[config.mk]
export PLATFORM = sky130hd
export DESIGN_NAME = ram_arbiter
export DESIGN_NICKNAME = d
export VERILOG_FILES = /design/src/rtl/ram_arbiter.sv
export SDC_FILE = /design/constraint.sdc
export NUM_CORES = 1
export LEC_CHECK = 0
export ABC_AREA = 1
export BUFFER_PORTS_ARGS = -buffer_cell sky130_fd_sc_hd__buf_2
export CORE_MARGIN = 3
export CORE_UTILIZATION = 37
export CTS_BUF_LIST = sky130_fd_sc_hd__clkbuf_4 sky130_fd_sc_hd__clkbuf_8
export DETAILED_ROUTE_END_ITERATION = 10
export PLACE_DENSITY = 0.66
export SYNTH_ARGS = -nofsm -noshare
export SYNTH_HDL_FRONTEND = slang
export SYNTH_SLANG_ARGS = --single-unit
[constraint.sdc]
create_clock -name pixclk -period 1.75 [get_ports pixclk]
set_input_delay 0.0875 -clock pixclk [delete_from_list [all_inputs] [get_ports pixclk]]
set_output_delay 0.0875 -clock pixclk [all_outputs]
set_load 0.02 [all_outputs]
[src/rtl/ram_arbiter.sv]
`default_nettype none
// ============================================================================
// Module   : ram_arbiter
// Brief    : Round-robin share of the SDRAM controller port between two camera
//            write ports and one readback port, with a data_ready timeout.
// Revision : 1.0
// ============================================================================
module ram_arbiter #(
    parameter int ADDR_W  = 26,
    parameter int TIMEOUT = 1023
) (
    input  logic              pixclk,
    input  logic              reset,
    input  logic              wa_req,
    input  logic [ADDR_W-1:0] wa_addr,
    input  logic [23:0]       wa_rgb,
    output logic              wa_ack,
    input  logic              wb_req,
    input  logic [ADDR_W-1:0] wb_addr,
    input  logic [23:0]       wb_rgb,
    output logic              wb_ack,
    input  logic              rd_req,
    input  logic [ADDR_W-1:0] rd_addr,
    output logic              rd_ack,
    output logic [23:0]       rd_rgb,
    output logic              err,
    output logic              busy,
    output logic              wr_ram,
    output logic              re_ram,
    output logic [ADDR_W-1:0] addr,
    output logic [7:0]        red,
    output logic [7:0]        green,
    output logic [7:0]        blue,
    input  logic              data_ready,
    input  logic [23:0]       rgb_in
);

    typedef enum logic [1:0] {
        ST_IDLE  = 2'd0,
        ST_ISSUE = 2'd1,
        ST_WAIT  = 2'd2,
        ST_DONE  = 2'd3
    } state_t;

    localparam logic [1:0]  C_PORT_A  = 2'd0;
    localparam logic [1:0]  C_PORT_B  = 2'd1;
    localparam logic [1:0]  C_PORT_RD = 2'd2;
    localparam logic [15:0] C_TIMEOUT = 16'(TIMEOUT);
    localparam logic [15:0] C_CNT_MAX = 16'hFFFF;

    state_t              r_state_q;
    state_t              w_state_d;
    logic [1:0]          r_last_q;
    logic [1:0]          w_last_d;
    logic [1:0]          r_port_q;
    logic [1:0]          w_port_d;
    logic [15:0]         r_cnt_q;
    logic [15:0]         w_cnt_d;
    logic [ADDR_W-1:0]   r_addr_q;
    logic [ADDR_W-1:0]   w_addr_d;
    logic [23:0]         r_rgb_q;
    logic [23:0]         w_rgb_d;
    logic [23:0]         r_rd_rgb_q;
    logic [23:0]         w_rd_rgb_d;
    logic                r_wr_ram_q;
    logic                w_wr_ram_d;
    logic                r_re_ram_q;
    logic                w_re_ram_d;
    logic                r_wa_ack_q;
    logic                w_wa_ack_d;
    logic                r_wb_ack_q;
    logic                w_wb_ack_d;
    logic                r_rd_ack_q;
    logic                w_rd_ack_d;
    logic                r_err_q;
    logic                w_err_d;

    logic [2:0]          w_req;
    logic                w_grant_vld;
    logic [1:0]          w_grant_port;
    logic                w_finish;
    logic                w_abort;

    assign w_req = {rd_req, wb_req, wa_req};

    // Search begins at the port after the last one granted: A -> B -> RD -> A.
    always_comb begin
        w_grant_vld  = |w_req;
        w_grant_port = C_PORT_A;
        case (r_last_q)
            C_PORT_A: begin
                if (w_req[1])      w_grant_port = C_PORT_B;
                else if (w_req[2]) w_grant_port = C_PORT_RD;
                else               w_grant_port = C_PORT_A;
            end
            C_PORT_B: begin
                if (w_req[2])      w_grant_port = C_PORT_RD;
                else if (w_req[0]) w_grant_port = C_PORT_A;
                else               w_grant_port = C_PORT_B;
            end
            default: begin
                if (w_req[0])      w_grant_port = C_PORT_A;
                else if (w_req[1]) w_grant_port = C_PORT_B;
                else               w_grant_port = C_PORT_RD;
            end
        endcase
    end

    always_comb begin
        w_state_d  = r_state_q;
        w_last_d   = r_last_q;
        w_port_d   = r_port_q;
        w_cnt_d    = r_cnt_q;
        w_addr_d   = r_addr_q;
        w_rgb_d    = r_rgb_q;
        w_rd_rgb_d = r_rd_rgb_q;
        w_wr_ram_d = 1'b0;
        w_re_ram_d = 1'b0;
        w_finish   = 1'b0;
        w_abort    = 1'b0;

        case (r_state_q)
            ST_IDLE: begin
                if (w_grant_vld) begin
                    w_port_d  = w_grant_port;
                    w_state_d = ST_ISSUE;
                    case (w_grant_port)
                        C_PORT_A: begin
                            w_addr_d   = wa_addr;
                            w_rgb_d    = wa_rgb;
                            w_wr_ram_d = 1'b1;
                        end
                        C_PORT_B: begin
                            w_addr_d   = wb_addr;
                            w_rgb_d    = wb_rgb;
                            w_wr_ram_d = 1'b1;
                        end
                        default: begin
                            w_addr_d   = rd_addr;
                            w_re_ram_d = 1'b1;
                        end
                    endcase
                end
            end
            ST_ISSUE: begin
                w_cnt_d   = '0;
                w_state_d = ST_WAIT;
            end
            ST_WAIT: begin
                // A data_ready landing on the timeout cycle still counts as success.
                if (data_ready) begin
                    w_finish = 1'b1;
                    if (r_port_q == C_PORT_RD) begin
                        w_rd_rgb_d = rgb_in;
                    end
                end else if (r_cnt_q >= C_TIMEOUT) begin
                    w_finish = 1'b1;
                    w_abort  = 1'b1;
                end else if (r_cnt_q != C_CNT_MAX) begin
                    w_cnt_d = r_cnt_q + 16'd1;
                end
                if (w_finish) begin
                    w_state_d = ST_DONE;
                end
            end
            ST_DONE: begin
                w_last_d  = r_port_q;
                w_state_d = ST_IDLE;
            end
            default: begin
                w_state_d = ST_IDLE;
            end
        endcase

        w_wa_ack_d = w_finish && (r_port_q == C_PORT_A);
        w_wb_ack_d = w_finish && (r_port_q == C_PORT_B);
        w_rd_ack_d = w_finish && (r_port_q == C_PORT_RD);
        w_err_d    = w_abort;
    end

    always_ff @(posedge pixclk) begin
        if (reset) begin
            r_state_q  <= ST_IDLE;
            r_last_q   <= C_PORT_RD;
            r_port_q   <= C_PORT_A;
            r_cnt_q    <= '0;
            r_addr_q   <= '0;
            r_rgb_q    <= '0;
            r_rd_rgb_q <= '0;
            r_wr_ram_q <= 1'b0;
            r_re_ram_q <= 1'b0;
            r_wa_ack_q <= 1'b0;
            r_wb_ack_q <= 1'b0;
            r_rd_ack_q <= 1'b0;
            r_err_q    <= 1'b0;
        end else begin
            r_state_q  <= w_state_d;
            r_last_q   <= w_last_d;
            r_port_q   <= w_port_d;
            r_cnt_q    <= w_cnt_d;
            r_addr_q   <= w_addr_d;
            r_rgb_q    <= w_rgb_d;
            r_rd_rgb_q <= w_rd_rgb_d;
            r_wr_ram_q <= w_wr_ram_d;
            r_re_ram_q <= w_re_ram_d;
            r_wa_ack_q <= w_wa_ack_d;
            r_wb_ack_q <= w_wb_ack_d;
            r_rd_ack_q <= w_rd_ack_d;
            r_err_q    <= w_err_d;
        end
    end

    assign wa_ack = r_wa_ack_q;
    assign wb_ack = r_wb_ack_q;
    assign rd_ack = r_rd_ack_q;
    assign err    = r_err_q;
    assign busy   = (r_state_q != ST_IDLE);
    assign wr_ram = r_wr_ram_q;
    assign re_ram = r_re_ram_q;
    assign addr   = r_addr_q;
    assign red    = r_rgb_q[23:16];
    assign green  = r_rgb_q[15:8];
    assign blue   = r_rgb_q[7:0];
    assign rd_rgb = r_rd_rgb_q;

endmodule
`default_nettype wire

* Yosys cells after proc, flatten, opt, wreduce, memory -nomap -nowiden
Cells that the tools add are included.
Storage, ports and cells: output and inout port bits 81, RAM bits 0, ROM bits 0, register bits after elaboration 102, memories 0, bits in latches 0
Operators by class: magnitude comparators 1, muxes and demuxes 22, add/subtract/negate cells 1, $mul 0, bitwise logic cells 3, shift operators 0, reduce and logical (&&, ||, !) cells 19, div/mod/pow operators 0, eq/ne operators 13
Operator list (number):
- $pmux 26 s2 | 1
- $mux 16 | 3
- $pmux 24 s2 | 1
- $pmux 16 s2 | 1
- $add 16x1->16 const B | 1
- $ge 16x10->1 const B | 1
- $ne 16x16->1 const B | 1
- $mux 2 | 7
- $ne 2x2->1 const B | 5
- $reduce_or 3->1 | 3
- $eq 2x1->1 const B | 4
- $logic_not 2->1 | 4
- $pmux 2 s4 | 1
- $mux 1 | 7
- $eq 2x2->1 const B | 3
- $reduce_and 3->1 | 2
- $reduce_bool 2->1 | 3
- $pmux 2 s2 | 1
- $reduce_and 2->1 | 2
- $reduce_and 4->1 | 1
- $logic_and 1x1->1 | 3
- $not 1->1 | 3
- $reduce_or 2->1 | 1

* Logic depth before layout (Yosys ltp)
Gate-level depths: netlist (run 1).
depth in word-level cells 6, gate-level depth with buffers 11

* Worst setup path before layout (run 1)
No wires, ideal clock.
path type register to register, start point reg r_cnt_q[0], end point reg r_cnt_q[1], data required time 1.683 ns, library setup time 0.067 ns, data arrival time 1.440 ns, path slack 0.243 ns, cell stages (with the launch flop) 11, period minus slack after synthesis 1.507 ns, cells stage by stage dfxtp_1 > ha_1 > nand2_1 > nor2_4 > nand3_1 > nor2_2 > nor2_4 > nand2_4 > buf_12 > nand2_1 > a21oi_2
On the way: longest elaborated chain between the ends 5, elaborated cells on any way between the ends 10
Ends and longest elaborated chain:
- start, declared | line 57 | logic [15:0] r_cnt_q;
- start signal, assigned | line 200 | r_cnt_q <= w_cnt_d;
- $add 16x1->16 | line 160 | w_cnt_d = r_cnt_q + 16'd1;
- $mux 16 | line 159 | end else if (r_cnt_q != C_CNT_MAX) begin
- $mux 16 | line 156 | end else if (r_cnt_q >= C_TIMEOUT) begin
- $mux 16 | line 151 | if (data_ready) begin
- $pmux 16 s2 | line 122 | case (r_state_q)
Several ways; a longest one is shown, not always the timed one. The select of a mux whose other input is x is not followed. A chain may end at the register's enable or synchronous reset.

* Final worst setup path (run 1)
start point reg r_state_q[0], end point reg r_rgb_q[0]
On the way: longest elaborated chain between the ends 2
Ends and longest elaborated chain:
- start, declared | line 51 | state_t r_state_q;
- start signal, assigned | line 197 | r_state_q <= w_state_d;
- $logic_not 2->1 | line 122
- $reduce_and 3->1 (no source line)
- end signal, assigned | line 202 | r_rgb_q <= w_rgb_d;
- end, declared | line 61 | logic [23:0] r_rgb_q;
Every way passes these cells.

==> impl_metrics.env, run 1 <==
export IMPL_cellInternalPower_mw=5.22
export IMPL_postSynth_topFlopCell="sky130_fd_sc_hd__dfxtp_1"
export IMPL_critical_path_cell_chain="inv_1, ha_1, o21ai_4, nor2_4, inv_2, o21ai_0, inv_1"
export IMPL_synth_largest_area_cell="sky130_fd_sc_hd__dfxtp_1"
export IMPL_leakagePower_nw=3.80
export IMPL_worst_path_dominant_cell_family="compound AO/OA/AOI/OAI gates"
export IMPL_synthXorXnorAreaFrac_pct=0.178
export IMPL_compound_gate_portion_of_the_synthesized_area_pct=19.2
export IMPL_synthMuxAreaShare_pct=0
export IMPL_placedCellCount=1094
export IMPL_reg2reg_from="r_state_q[0]"
export IMPL_finish_instance_area_um2=7520
export IMPL_r2r_end="r_rgb_q[0]"
export IMPL_synth_area_um2=4910
export IMPL_instance_count_of_the_mapped_netlist=703
export IMPL_die_area_um2=14700
export IMPL_setup_viol=0
export IMPL_main_area_contributors_after_synthesis="sky130_fd_sc_hd__dfxtp_1 (42%), sky130_fd_sc_hd__nand2_1 (10%), sky130_fd_sc_hd__nor2_1 (7.9%), sky130_fd_sc_hd__inv_1 (6.3%), sky130_fd_sc_hd__o21ai_0 (6.3%)"
export IMPL_total_area_of_multi_input_combinational_cells_um2=2300
export IMPL_filler_cell_count_in_the_final_layout=1154
export IMPL_remaining_drc_errors=0
export IMPL_layout_drive_gt1_share_pct=28.4
export IMPL_relative_max_transition_margin_pct=73.4
export IMPL_drtAntennaViolNets=0
export IMPL_yosys_warnings=0
export IMPL_power_frac_clock_pct=17.5
export IMPL_drt_first_pass_iters=5
export IMPL_min_period_ns=1.62
export IMPL_cp_common_cell="sky130_fd_sc_hd__inv_1"
export IMPL_ys_seq_area_share_pct=41.5
export IMPL_gr_usage_total_pct=21.1
export IMPL_detail_route_wl_per_cell_um=13.3
export IMPL_asr_flop_ratio_synth_pct=0
export IMPL_levels_on_crit_path=7
export IMPL_cap_violations=0
export IMPL_postCtsSetupRepairBufs=0
export IMPL_cts_sinks=102
export IMPL_seqPwrFrac_pct=35.5
export IMPL_vdd_ir_drop_worst_uv=548
export IMPL_routabilityCongestion=0.868
export IMPL_synth_enable_flop_cells=0
export IMPL_drtIter0Drc=329
export IMPL_tns_ns=0
export IMPL_first_global_vias=5393
export IMPL_layout_setup_ws_ns=0.132
export IMPL_logic_pwr_share_pct=47.1
export IMPL_reg2reg_slack_ns=0.13
export IMPL_synthDistinctLibCells=38
export IMPL_syn_num_nets=864
export IMPL_worst_endpoint_required_ns=2.01
export IMPL_avgSynthCellArea_um2=6.99
export IMPL_run_status="finished, final reports clean"
export IMPL_die_w_um=121
export IMPL_cts_reportedPaths_clkPinSlew_ns=0.09
export IMPL_worst_hold_path_type="input port to flop"
export IMPL_rsz0062_at_grt="true"
export IMPL_worst_setup_slack_before_clock_tree_synthesis_ns=0.111
export IMPL_worst_r2r_path_depth=7
export IMPL_synth_top_area_share_pct=41.5
export IMPL_setup_worst_path_start="r_state_q[0]"
export IMPL_layout_area_overhead_vs_synth_pct=53.1
export IMPL_cp_end_kind="flop"
export IMPL_place_area_um2=6310
export IMPL_power_switching_mw=3.77
export IMPL_io_buffer_count=236
export IMPL_cts_buffer_depth=2
export IMPL_highest_delay_cell_along_the_critical_path="sky130_fd_sc_hd__dfxtp_1"
export IMPL_max_stage_delay_ns=0.34
export IMPL_place_hpwl_um=10600
export IMPL_totalPowerFinal_mw=8.98
export IMPL_fp_dieH_um=121
export IMPL_tritoncts_num_buffers=9
export IMPL_powerDensity_nw_per_um2=1190
export IMPL_initial_utilization_pct=38.3
export IMPL_seqCellArea_um2=2040
export IMPL_finalHoldViolCount=0
export IMPL_grt_antenna_before_repair=1
export IMPL_stdcell_count=1210
export IMPL_critical_path_peak_fanout=23
export IMPL_num_rows=41
export IMPL_yosys_register_bits=102
export IMPL_floorplan_io_pins=237
export IMPL_combinational_family_with_the_most_area_after_synthesis="simple AND/OR/NAND/NOR gates"
export IMPL_crit_end="r_rgb_q[0]"
export IMPL_worst_slew_pin_transition_ns=0.395
export IMPL_htree_num_levels=3
export IMPL_routed_via_density=4.76
export IMPL_fin_skew_ns=0.0104
export IMPL_final_nets=1193
export IMPL_crit_share_post_route_pct=92.4
export IMPL_switching_share_pct=41.9
export IMPL_cts_root_buffer="sky130_fd_sc_hd__clkbuf_8"
export IMPL_max_clock_freq_ghz=0.618
export IMPL_grt_first_pass_wirelength_um=24900
export IMPL_pin_count_of_the_biggest_net_entering_global_routing=42
export IMPL_tritoncts="yes"
export IMPL_crit_path_start_kind="flop"
export IMPL_synth_fa_ha_area_share_pct=1.27
export IMPL_coreArea_um2=12800
export IMPL_finalMaxSlewViolations=0
export IMPL_clock_latency_ns=0.38
export IMPL_synth_simple_area_share_pct=26.0
export IMPL_critical_path_arrival_ns=1.88
export IMPL_wl_um=16100
export IMPL_grt_remaining_overflow=0
export IMPL_timing_critical_path_buf_inv=3
export IMPL_routed_via_count=5762
export IMPL_timing_worst_setup_path_type="flop to flop"
[cells in the final DEF, fill, tap and decap left out, types with 3 or more instances in the layout]
cell                            synthesis  layout
sky130_fd_sc_hd__ha_1                   5       4
sky130_fd_sc_hd__o21ai_1               24      25
sky130_fd_sc_hd__nand4_1                4       4
sky130_fd_sc_hd__nor2_4                 5       5
sky130_fd_sc_hd__o21a_1                23      23
sky130_fd_sc_hd__buf_12                 1       6
sky130_fd_sc_hd__nor3_1                 3       3
sky130_fd_sc_hd__a21oi_1               39      39
sky130_fd_sc_hd__nor4_1                 3       3
sky130_fd_sc_hd__nand2_1              136     136
sky130_fd_sc_hd__buf_4                  5      17
sky130_fd_sc_hd__clkbuf_8               0      10
sky130_fd_sc_hd__nor2_1               104     104
sky130_fd_sc_hd__nand3_1               37      37
sky130_fd_sc_hd__inv_6                  0       3
sky130_fd_sc_hd__buf_2                 12     236
sky130_fd_sc_hd__a31oi_1               13      13
sky130_fd_sc_hd__dlygate4sd3_1          0      99
sky130_fd_sc_hd__inv_2                  3       4
sky130_fd_sc_hd__dfxtp_1              102     102
sky130_fd_sc_hd__o21ai_0               62      61
sky130_fd_sc_hd__inv_1                 83      82
[registers in the layout, summed over array words and instances (netlist names)]
name       count
addr          26
r_port_q       2
r_cnt_q       16
rd_ack         1
wa_ack         1
wr_ram         1
wb_ack         1
re_ram         1
r_state_q      2
r_rgb_q       24
rd_rgb        24
r_last_q       2
err            1
[power by group through the flow]
| stage | logic (mW) | clock network [mW] | registers [mW] |
|---|---|---|---|
| floorplan | 2.07 | 0 | 3.86 |
| global placement | 3.97 | 0 | 3.21 |
| detailed placement | 3.98 | 0 | 3.23 |
| CTS | 4.16 | 1.63 | 3.18 |
| global route | 4.65 | 1.72 | 3.25 |
| finish | 4.23 | 1.57 | 3.18 |
[worst min-delay path by stage]
| stage | startpoint | end | slack, ns | cells past startpoint |
|---|---|---|---|---|
| after detailed placement | data_ready | err | 0.33 | 2 |
| after global routing | wa_addr[23] | addr[23] | 0.01 | 5 |
| after CTS | wb_addr[6] | addr[6] | 0.00008 | 5 |
| final | rgb_in[22] | rd_rgb[22] | 0.01 | 3 |
| after floorplan | data_ready | err | 0.17 | 1 |
| after global placement | rgb_in[15] | rd_rgb[15] | 0.34 | 3 |
[area by class of cell]
type	count	area share, %
Inverter	87	4.39
Clock buffer	11	1.93
Clock inverter	5	0.865
Tap cell	172	2.86
Sequential cell	102	27.1
Antenna cell	1	0.0333
Timing Repair Buffer	358	32.2
Multi-Input combinational cell	474	30.6
[cell usage after synthesis (2+ instances only)]
cell type and n:
sky130_fd_sc_hd__a21oi_1 39, sky130_fd_sc_hd__a31oi_1 13, sky130_fd_sc_hd__buf_2 12, sky130_fd_sc_hd__buf_4 5, sky130_fd_sc_hd__buf_6 6, sky130_fd_sc_hd__clkbuf_1 12
sky130_fd_sc_hd__clkbuf_2 2, sky130_fd_sc_hd__dfxtp_1 102, sky130_fd_sc_hd__ha_1 5, sky130_fd_sc_hd__inv_1 83, sky130_fd_sc_hd__inv_2 3, sky130_fd_sc_hd__nand2_1 136
sky130_fd_sc_hd__nand2_4 2, sky130_fd_sc_hd__nand3_1 37, sky130_fd_sc_hd__nand3b_1 2, sky130_fd_sc_hd__nand4_1 4, sky130_fd_sc_hd__nor2_1 104, sky130_fd_sc_hd__nor2_4 5
sky130_fd_sc_hd__nor3_1 3, sky130_fd_sc_hd__nor4_1 3, sky130_fd_sc_hd__o21a_1 23, sky130_fd_sc_hd__o21ai_0 62, sky130_fd_sc_hd__o21ai_1 24, sky130_fd_sc_hd__o21ai_4 2
[through the flow]
stage,hold WS (ns),util (%)
4_1_cts,0.0000804,58.5
2_1_floorplan,0.166,-
3_3_place_gp,0.340,49.2
6_report,0.0136,58.7
3_5_place_dp,0.334,49.2
5_1_grt,0.0140,58.7
[worst min-delay path: stages]
cell	delay, ns
sky130_fd_sc_hd__buf_2	0.07
sky130_fd_sc_hd__o21ai_0	0.09
sky130_fd_sc_hd__nor2_1	0.10
[cell families after synthesis]
logic type | count (synthesis)
simple gates | 301
compound gates | 167
buf+inv | 127
flops | 102
fa+ha+maj | 5
xor+xnor | 1
[what timing repair did]
action | 4_1_cts | 5_1_grt
endpoints found under the setup margin | 0 | 7
endpoints found under the hold margin | 58 | 0
gates resized for setup | 0 | 4
hold buffers | 99 | 0
[metal layers]
metal | vias up | track usage [%] | routed length [µm]
met5 | - | 0 | 0
met4 | 0 | 11.4 | 745
met3 | 72 | 5.64 | 1150
li1 | 2900 | - | -
met2 | 270 | 37.1 | 7950
met1 | 2520 | 23.1 | 6290
No activity file was read; power rests on OpenSTA's default activity.
==> run 2: changes to the inputs <==
==> constraint.sdc (replaced) <==
create_clock -name pixclk -period 1.9 [get_ports pixclk]
set_input_delay 0.095 -clock pixclk [delete_from_list [all_inputs] [get_ports pixclk]]
set_output_delay 0.095 -clock pixclk [all_outputs]
set_load 0.02 [all_outputs]
==> run 2 against run 1 <==
  * Utilization is 0.79 points lower
  * Count of clock-buffer cells in the layout is 2 lower
  * Maximum frequency is 12% lower
  * Non-clock buffer count is 9 lower
  * Clock power is 3% lower
  * Critical path depth stayed put
  * Cell count is 0.74% lower
  * Sequential cell count stayed put
  * Wire length is 1.6% lower
  * Setup slack worse by 0.064 ns
  * Critical endpoint is now r_rgb_q[23]
==> impl_metrics.env, run 2 (synthesized netlist as in run 1, its figures left out) <==
export IMPL_run_status="finished, final reports clean"
export IMPL_layout_drive_gt1_share_pct=28.1
export IMPL_final_common_cell="sky130_fd_sc_hd__buf_2"
export IMPL_cts_root_buffer="sky130_fd_sc_hd__clkbuf_8"
export IMPL_num_rows=41
export IMPL_io_buffer_count=236
export IMPL_routed_via_density=4.73
export IMPL_min_period_ns=1.83
export IMPL_cap_violations=0
export IMPL_powerDensity_nw_per_um2=1110
export IMPL_postCtsSetupRepairBufs=0
export IMPL_layout_cells_most_common_list="sky130_fd_sc_hd__buf_2 (236), sky130_fd_sc_hd__nand2_1 (136), sky130_fd_sc_hd__nor2_1 (104)"
export IMPL_wl_um=15900
export IMPL_leakagePower_nw=3.73
export IMPL_coreArea_um2=12800
export IMPL_critical_path_cell_chain="inv_1, ha_2, o21ai_4, nor2_4, o21ai_0, a31oi_1, dlygate4sd3_1"
export IMPL_fp_dieH_um=121
export IMPL_die_w_um=121
export IMPL_finalHoldViolCount=0
export IMPL_finalMaxSlewViolations=0
export IMPL_timing_worst_setup_path_type="flop to flop"
export IMPL_final_core_util_pct=57.9
export IMPL_critical_path_peak_fanout=7
export IMPL_critical_path_arrival_ns=2.16
export IMPL_setup_viol=0
export IMPL_stdcell_count=1201
export IMPL_filler_cell_count_in_the_final_layout=1231
export IMPL_routabilityCongestion=0.865
export IMPL_total_area_of_multi_input_combinational_cells_um2=2300
export IMPL_drtIter0Drc=281
export IMPL_worst_path_dominant_cell_family="buffers and inverters"
export IMPL_routed_via_count=5678
export IMPL_highest_delay_cell_along_the_critical_path="sky130_fd_sc_hd__dlygate4sd3_1"
export IMPL_placedCellCount=1088
export IMPL_htree_num_levels=3
export IMPL_cts_sinks=102
export IMPL_rsz0062_at_grt="true"
export IMPL_timing_critical_path_buf_inv=2
export IMPL_initial_utilization_pct=38.3
export IMPL_drtAntennaViolNets=0
export IMPL_die_area_um2=14700
export IMPL_floorplan_io_pins=237
export IMPL_grt_antenna_before_repair=1
export IMPL_cts_buffer_depth=2
export IMPL_place_hpwl_um=10400
export IMPL_grt_first_pass_wirelength_um=25100
export IMPL_place_area_um2=6220
export IMPL_layout_area_overhead_vs_synth_pct=51.0
export IMPL_detail_route_wl_per_cell_um=13.2
export IMPL_finish_instance_area_um2=7420
export IMPL_gr_usage_total_pct=21.2
export IMPL_crit_path_start_kind="flop"
export IMPL_relative_max_transition_margin_pct=64.1
export IMPL_largest_reg_flops=26
export IMPL_max_clock_freq_ghz=0.546
export IMPL_tritoncts_num_buffers=9
export IMPL_worst_endpoint_required_ns=2.23
export IMPL_seqCellArea_um2=2040
export IMPL_crit_share_post_route_pct=96.4
export IMPL_clock_latency_ns=0.38
export IMPL_fin_skew_ns=0.00939
export IMPL_worst_hold_path_type="input port to flop"
export IMPL_final_nets=1184
export IMPL_vdd_ir_drop_worst_uv=635
export IMPL_tns_ns=0
export IMPL_first_global_vias=5374
export IMPL_remaining_drc_errors=0
export IMPL_drt_first_pass_iters=5
export IMPL_cp_end_kind="flop"
export IMPL_cts_reportedPaths_clkPinSlew_ns=0.11
export IMPL_pin_count_of_the_biggest_net_entering_global_routing=75
export IMPL_grt_remaining_overflow=0
export IMPL_tritoncts="yes"
export IMPL_max_stage_delay_ns=0.55
export IMPL_worst_slew_pin_transition_ns=0.537
## run 2: power breakdown
part / internal [mW] / switching (mW)
sequential: 2.66 / 0.267
clock: 0.746 / 0.785
combinational: 1.39 / 2.37
total: 4.80 / 3.43
## run 2: tightest hold or removal path, delay by kind of cell
family          cells  cell delay, ns
compound gates      1            0.05
buf+inv             2            0.12
simple gates        2            0.12
## run 2: path summary, 6_finish.rpt
| kind | from | endpoint | slack [ns] | cells after the start |
|---|---|---|---|---|
| max | r_state_q[0] | r_rgb_q[23] | 0.07 | 7 |
| max reg2reg | r_state_q[0] | r_rgb_q[23] | 0.07 | 7 |
| min | rd_addr[12] | addr[12] | 0.02 | 5 |
| min reg2reg | r_port_q[0] | wa_ack | 0.42 | 1 |
## run 2: final cells by class
class                      instances  share of cell area [%]
antenna                            1                  0.0337
clock inverter                     7                    1.31
tap                              172                    2.90
multi-input combinational        474                    31.0
timing repair buffer             349                    31.1
inverter                          87                    4.45
clock buffer                       9                    1.67
sequential                       102                    27.5
## run 2: metal layers
| metal | vias to the layer above | routed length [µm] | track usage (%) |
|---|---|---|---|
| met5 | - | 0 | 0 |
| met4 | 0 | 588 | 11.3 |
| met3 | 58 | 1180 | 5.50 |
| met2 | 254 | 7790 | 36.4 |
| met1 | 2479 | 6320 | 24.1 |
| li1 | 2887 | - | - |
## run 2: through the flow
stage	hold WS, ns	worst slack [ns]	total power [mW]
floorplan	0.173	0.393	5.46
global placement	0.330	0.266	6.52
detailed placement	0.327	0.221	6.54
CTS	0.000418	0.0186	8.26
global route	0.0256	-0.0469	8.83
finish	0.0187	0.0685	8.22
## run 2: what timing repair did
| item | 4_1_cts | 5_1_grt |
|---|---|---|
| endpoints found under the setup margin | 0 | 6 |
| hold buffers | 96 | 0 |
| gates resized for setup | 0 | 3 |
| endpoints found under the hold margin | 56 | 0 |
==> run 3: changes to the inputs <==
--- a/config.mk
+++ b/config.mk
@@ -5,13 +5,13 @@
 export SDC_FILE = /design/constraint.sdc
 export NUM_CORES = 1
 export LEC_CHECK = 0
-export ABC_AREA = 1
 export BUFFER_PORTS_ARGS = -buffer_cell sky130_fd_sc_hd__buf_2
 export CORE_MARGIN = 3
 export CORE_UTILIZATION = 37
 export CTS_BUF_LIST = sky130_fd_sc_hd__clkbuf_4 sky130_fd_sc_hd__clkbuf_8
 export DETAILED_ROUTE_END_ITERATION = 10
-export PLACE_DENSITY = 0.66
+export PLACE_DENSITY = 0.68
 export SYNTH_ARGS = -nofsm -noshare
 export SYNTH_HDL_FRONTEND = slang
 export SYNTH_SLANG_ARGS = --single-unit
+export TNS_END_PERCENT = 5
==> run 3 against run 2 <==
  * The run now ends with negative setup slack left
  * Via count down 15%
  * Worst hold slack worse by 0.015 ns
  * Register-to-register slack worse by 0.31 ns
  * Synthesized cell count down 31%
  * Setup slack worse by 0.31 ns
  * Wire length down 8.8%
  * Clock skew up 0.0024 ns
  * Sequential share of layout area up 2.3 points
  * Maximum frequency down 15%
  * Global-route usage about the same
  * Critical endpoint is now r_cnt_q[5]
  * Largest cell class is now multi-input combinational cells
==> impl_metrics.env, run 3 <==
export IMPL_reg2reg_from="r_cnt_q[15]"
export IMPL_remaining_drc_errors=0
export IMPL_cts_buffer_depth=2
export IMPL_final_nets=955
export IMPL_power_frac_clock_pct=20.0
export IMPL_critical_path_cell_chain="or4_4, or4_4, buf_4, o31a_2, o21ai_1, a21oi_1"
export IMPL_avgSynthCellArea_um2=8.97
export IMPL_crit_share_post_route_pct=113
export IMPL_fin_skew_ns=0.0118
export IMPL_final_common_cell="sky130_fd_sc_hd__buf_2"
export IMPL_cp_common_cell="sky130_fd_sc_hd__or4_4"
export IMPL_num_rows=38
export IMPL_critical_path_arrival_ns=2.38
export IMPL_routed_via_density=5.16
export IMPL_grt_first_pass_wirelength_um=22800
export IMPL_min_period_ns=2.14
export IMPL_layout_setup_ws_ns=-0.244
export IMPL_cp_end_kind="flop"
export IMPL_switching_share_pct=38.1
export IMPL_largest_reg_flops=26
export IMPL_yosysMostFrequentCell="sky130_fd_sc_hd__dfxtp_1"
export IMPL_tritoncts_num_buffers=9
export IMPL_max_stage_delay_ns=0.53
export IMPL_clock_latency_ns=0.36
export IMPL_place_hpwl_um=10100
export IMPL_layout_cells_most_common_list="sky130_fd_sc_hd__buf_2 (236), sky130_fd_sc_hd__dfxtp_1 (101), sky130_fd_sc_hd__nand2_1 (87)"
export IMPL_relative_max_transition_margin_pct=62.3
export IMPL_drtIter0Drc=267
export IMPL_drtAntennaViolNets=0
export IMPL_run_status="finished with violations"
export IMPL_cts_root_buffer="sky130_fd_sc_hd__clkbuf_8"
export IMPL_synth_largest_area_cell="sky130_fd_sc_hd__dfxtp_1"
export IMPL_die_w_um=114
export IMPL_pin_count_of_the_biggest_net_entering_global_routing=39
export IMPL_routed_via_count=4838
export IMPL_yosys_warnings=0
export IMPL_rsz0062_at_grt="true"
export IMPL_floorplan_io_pins=237
export IMPL_cts_reportedPaths_clkPinSlew_ns=0.10
export IMPL_syn_num_nets=643
export IMPL_cellInternalPower_mw=4.66
export IMPL_timing_worst_setup_path_type="flop to flop"
export IMPL_instance_count_of_the_mapped_netlist=482
export IMPL_vdd_ir_drop_worst_uv=644
export IMPL_layout_drive_gt1_share_pct=38.5
export IMPL_leakagePower_nw=3.09
export IMPL_logic_pwr_share_pct=41.9
export IMPL_grt_remaining_overflow=0
export IMPL_coreArea_um2=11100
export IMPL_power_switching_mw=2.86
export IMPL_postCtsSetupRepairBufs=0
export IMPL_cap_violations=0
export IMPL_hold_critical_path_depth=3
export IMPL_synthTopCellsByCount="sky130_fd_sc_hd__dfxtp_1 (102), sky130_fd_sc_hd__nand2_1 (87), sky130_fd_sc_hd__nor2_1 (39), sky130_fd_sc_hd__clkbuf_1 (36), sky130_fd_sc_hd__a21oi_1 (33)"
export IMPL_cts_sinks=102
export IMPL_tritoncts="yes"
export IMPL_synth_enable_flop_cells=0
export IMPL_worst_r2r_path_depth=6
export IMPL_finalHoldViolCount=0
export IMPL_placedCellCount=853
export IMPL_worstHoldStart="wb_rgb[12]"
export IMPL_powerDensity_nw_per_um2=1100
export IMPL_finalMaxSlewViolations=0
export IMPL_stdcell_count=938
export IMPL_layout_area_overhead_vs_synth_pct=58.5
export IMPL_initial_utilization_pct=38.8
export IMPL_synthDistinctLibCells=43
export IMPL_synth_top_area_share_pct=47.2
export IMPL_crit_path_start_kind="flop"
export IMPL_reg2reg_slack_ns=-0.24
export IMPL_gr_usage_total_pct=21.2
export IMPL_worstHoldEndpoint="r_rgb_q[12]"
export IMPL_first_global_vias=4828
export IMPL_worst_slew_pin_transition_ns=0.563
export IMPL_ys_seq_area_share_pct=47.2
export IMPL_critical_path_peak_fanout=3
export IMPL_insertedDiodeCount=0
export IMPL_worst_path_dominant_cell_family="simple AND/OR/NAND/NOR gates"
export IMPL_main_area_contributors_after_synthesis="sky130_fd_sc_hd__dfxtp_1 (47%), sky130_fd_sc_hd__nand2_1 (7.6%), sky130_fd_sc_hd__mux2i_1 (6.3%), sky130_fd_sc_hd__a221oi_1 (5.3%), sky130_fd_sc_hd__a211oi_1 (5.0%)"
export IMPL_grt_antenna_before_repair=0
export IMPL_fp_dieH_um=114
export IMPL_setup_viol=8
export IMPL_htree_num_levels=3
export IMPL_drt_first_pass_iters=5
export IMPL_postSynth_topFlopCell="sky130_fd_sc_hd__dfxtp_1"
export IMPL_io_buffer_count=236
export IMPL_worst_setup_slack_before_clock_tree_synthesis_ns=-0.282
export IMPL_seqPwrFrac_pct=38.1
export IMPL_r2r_end="r_cnt_q[5]"
export IMPL_worst_hold_path_type="input port to flop"
export IMPL_yosys_register_bits=102
export IMPL_die_area_um2=13000
export IMPL_max_clock_freq_ghz=0.466
export IMPL_detail_route_wl_per_cell_um=15.4
export IMPL_routabilityCongestion=0.872
export IMPL_wl_um=14500
export IMPL_highest_delay_cell_along_the_critical_path="sky130_fd_sc_hd__or4_4"
export IMPL_filler_cell_count_in_the_final_layout=933
export IMPL_timing_critical_path_buf_inv=1
export IMPL_violations="negative setup slack"
export IMPL_asr_flop_ratio_synth_pct=0
export IMPL_synth_area_um2=4320
export IMPL_worst_endpoint_required_ns=2.13
[run 3: worst reg2reg max path, stage by stage, from the launching register on]
cell	delay, ns
sky130_fd_sc_hd__dfxtp_1	0.32
sky130_fd_sc_hd__or4_4	0.53
sky130_fd_sc_hd__or4_4	0.46
sky130_fd_sc_hd__buf_4	0.17
sky130_fd_sc_hd__o31a_2	0.33
sky130_fd_sc_hd__o21ai_1	0.13
sky130_fd_sc_hd__a21oi_1	0.08
[run 3: timing repair]
action / CTS / global route
hold endpoints to repair: 61 / 0
hold buffers: 70 / 0
resized for setup: 3 / 11
pin swaps: 0 / 6
setup endpoints to repair: 12 / 28
[run 3: routing by layer]
layer	share of wire (%)	global-route usage, %
met5	0	0
met4	1.7	4.59
met3	8.1	6.82
met2	49	38.6
met1	41	24.3
[run 3: area by class of cell]
cell class	instances	area (µm²)	share of cell area, %
flip-flops and latches	102	2040	29.8
multi-input cells	336	2200	32.2
inverters	7	26.3	0.384
well taps	140	175	2.56
repair buffers	338	2180	31.8
clock buffers	10	138	2.01
clock inverters	5	82.6	1.21
[run 3: worst max path at each step]
stage | start | endpoint | slack [ns] | depth (start not counted)
6_report | r_cnt_q[15] | r_cnt_q[5] | -0.24 | 6
5_1_grt | r_cnt_q[15] | r_cnt_q[7] | -0.29 | 5
4_1_cts | r_cnt_q[15] | r_cnt_q[9] | -0.25 | 5
3_5_place_dp | r_cnt_q[15] | r_cnt_q[9] | -0.28 | 5
3_3_place_gp | r_cnt_q[15] | r_cnt_q[9] | -0.21 | 5
2_1_floorplan | r_cnt_q[15] | r_cnt_q[9] | -0.19 | 5
[run 3: cell families (layout without fill, tap and decap cells)]
| kind of cell | count (synthesis) | after routing | share of synthesized area, % |
|---|---|---|---|
| fa+ha+maj | 5 | 5 | 1.45 |
| flops | 102 | 102 | 47.2 |
| buf+inv | 44 | 360 | 3.82 |
| simple gates | 173 | 173 | 18.5 |
| mux | 29 | 29 | 6.77 |
| compound gates | 129 | 129 | 22.2 |
[run 3: power groups by stage]
stage	clock (mW)	combinational (mW)	sequential [mW]
final	1.50	3.15	2.86
after global routing	1.64	3.43	2.93
after CTS	1.56	3.13	2.86
after detailed placement	0	3.01	2.90
after global placement	0	2.96	2.89
after floorplan	0	1.31	3.41
[run 3: stage by stage]
| step | instance area (µm²) | utilization [%] | TNS [ns] | hold WS (ns) | total power, mW |
|---|---|---|---|---|---|
| 6_report | 6850 | 61.5 | -0.794 | 0.00357 | 7.52 |
| 3_3_place_gp | 5860 | 52.7 | -0.922 | 0.337 | 5.85 |
| 3_5_place_dp | 5860 | 52.7 | -1.39 | 0.342 | 5.91 |
| 5_1_grt | 6850 | 61.5 | -1.79 | 0.0133 | 8.00 |
| 4_1_cts | 6790 | 61.1 | -1.03 | 0.000112 | 7.55 |
| 2_1_floorplan | 4330 | - | -0.478 | 0.174 | 4.72 |
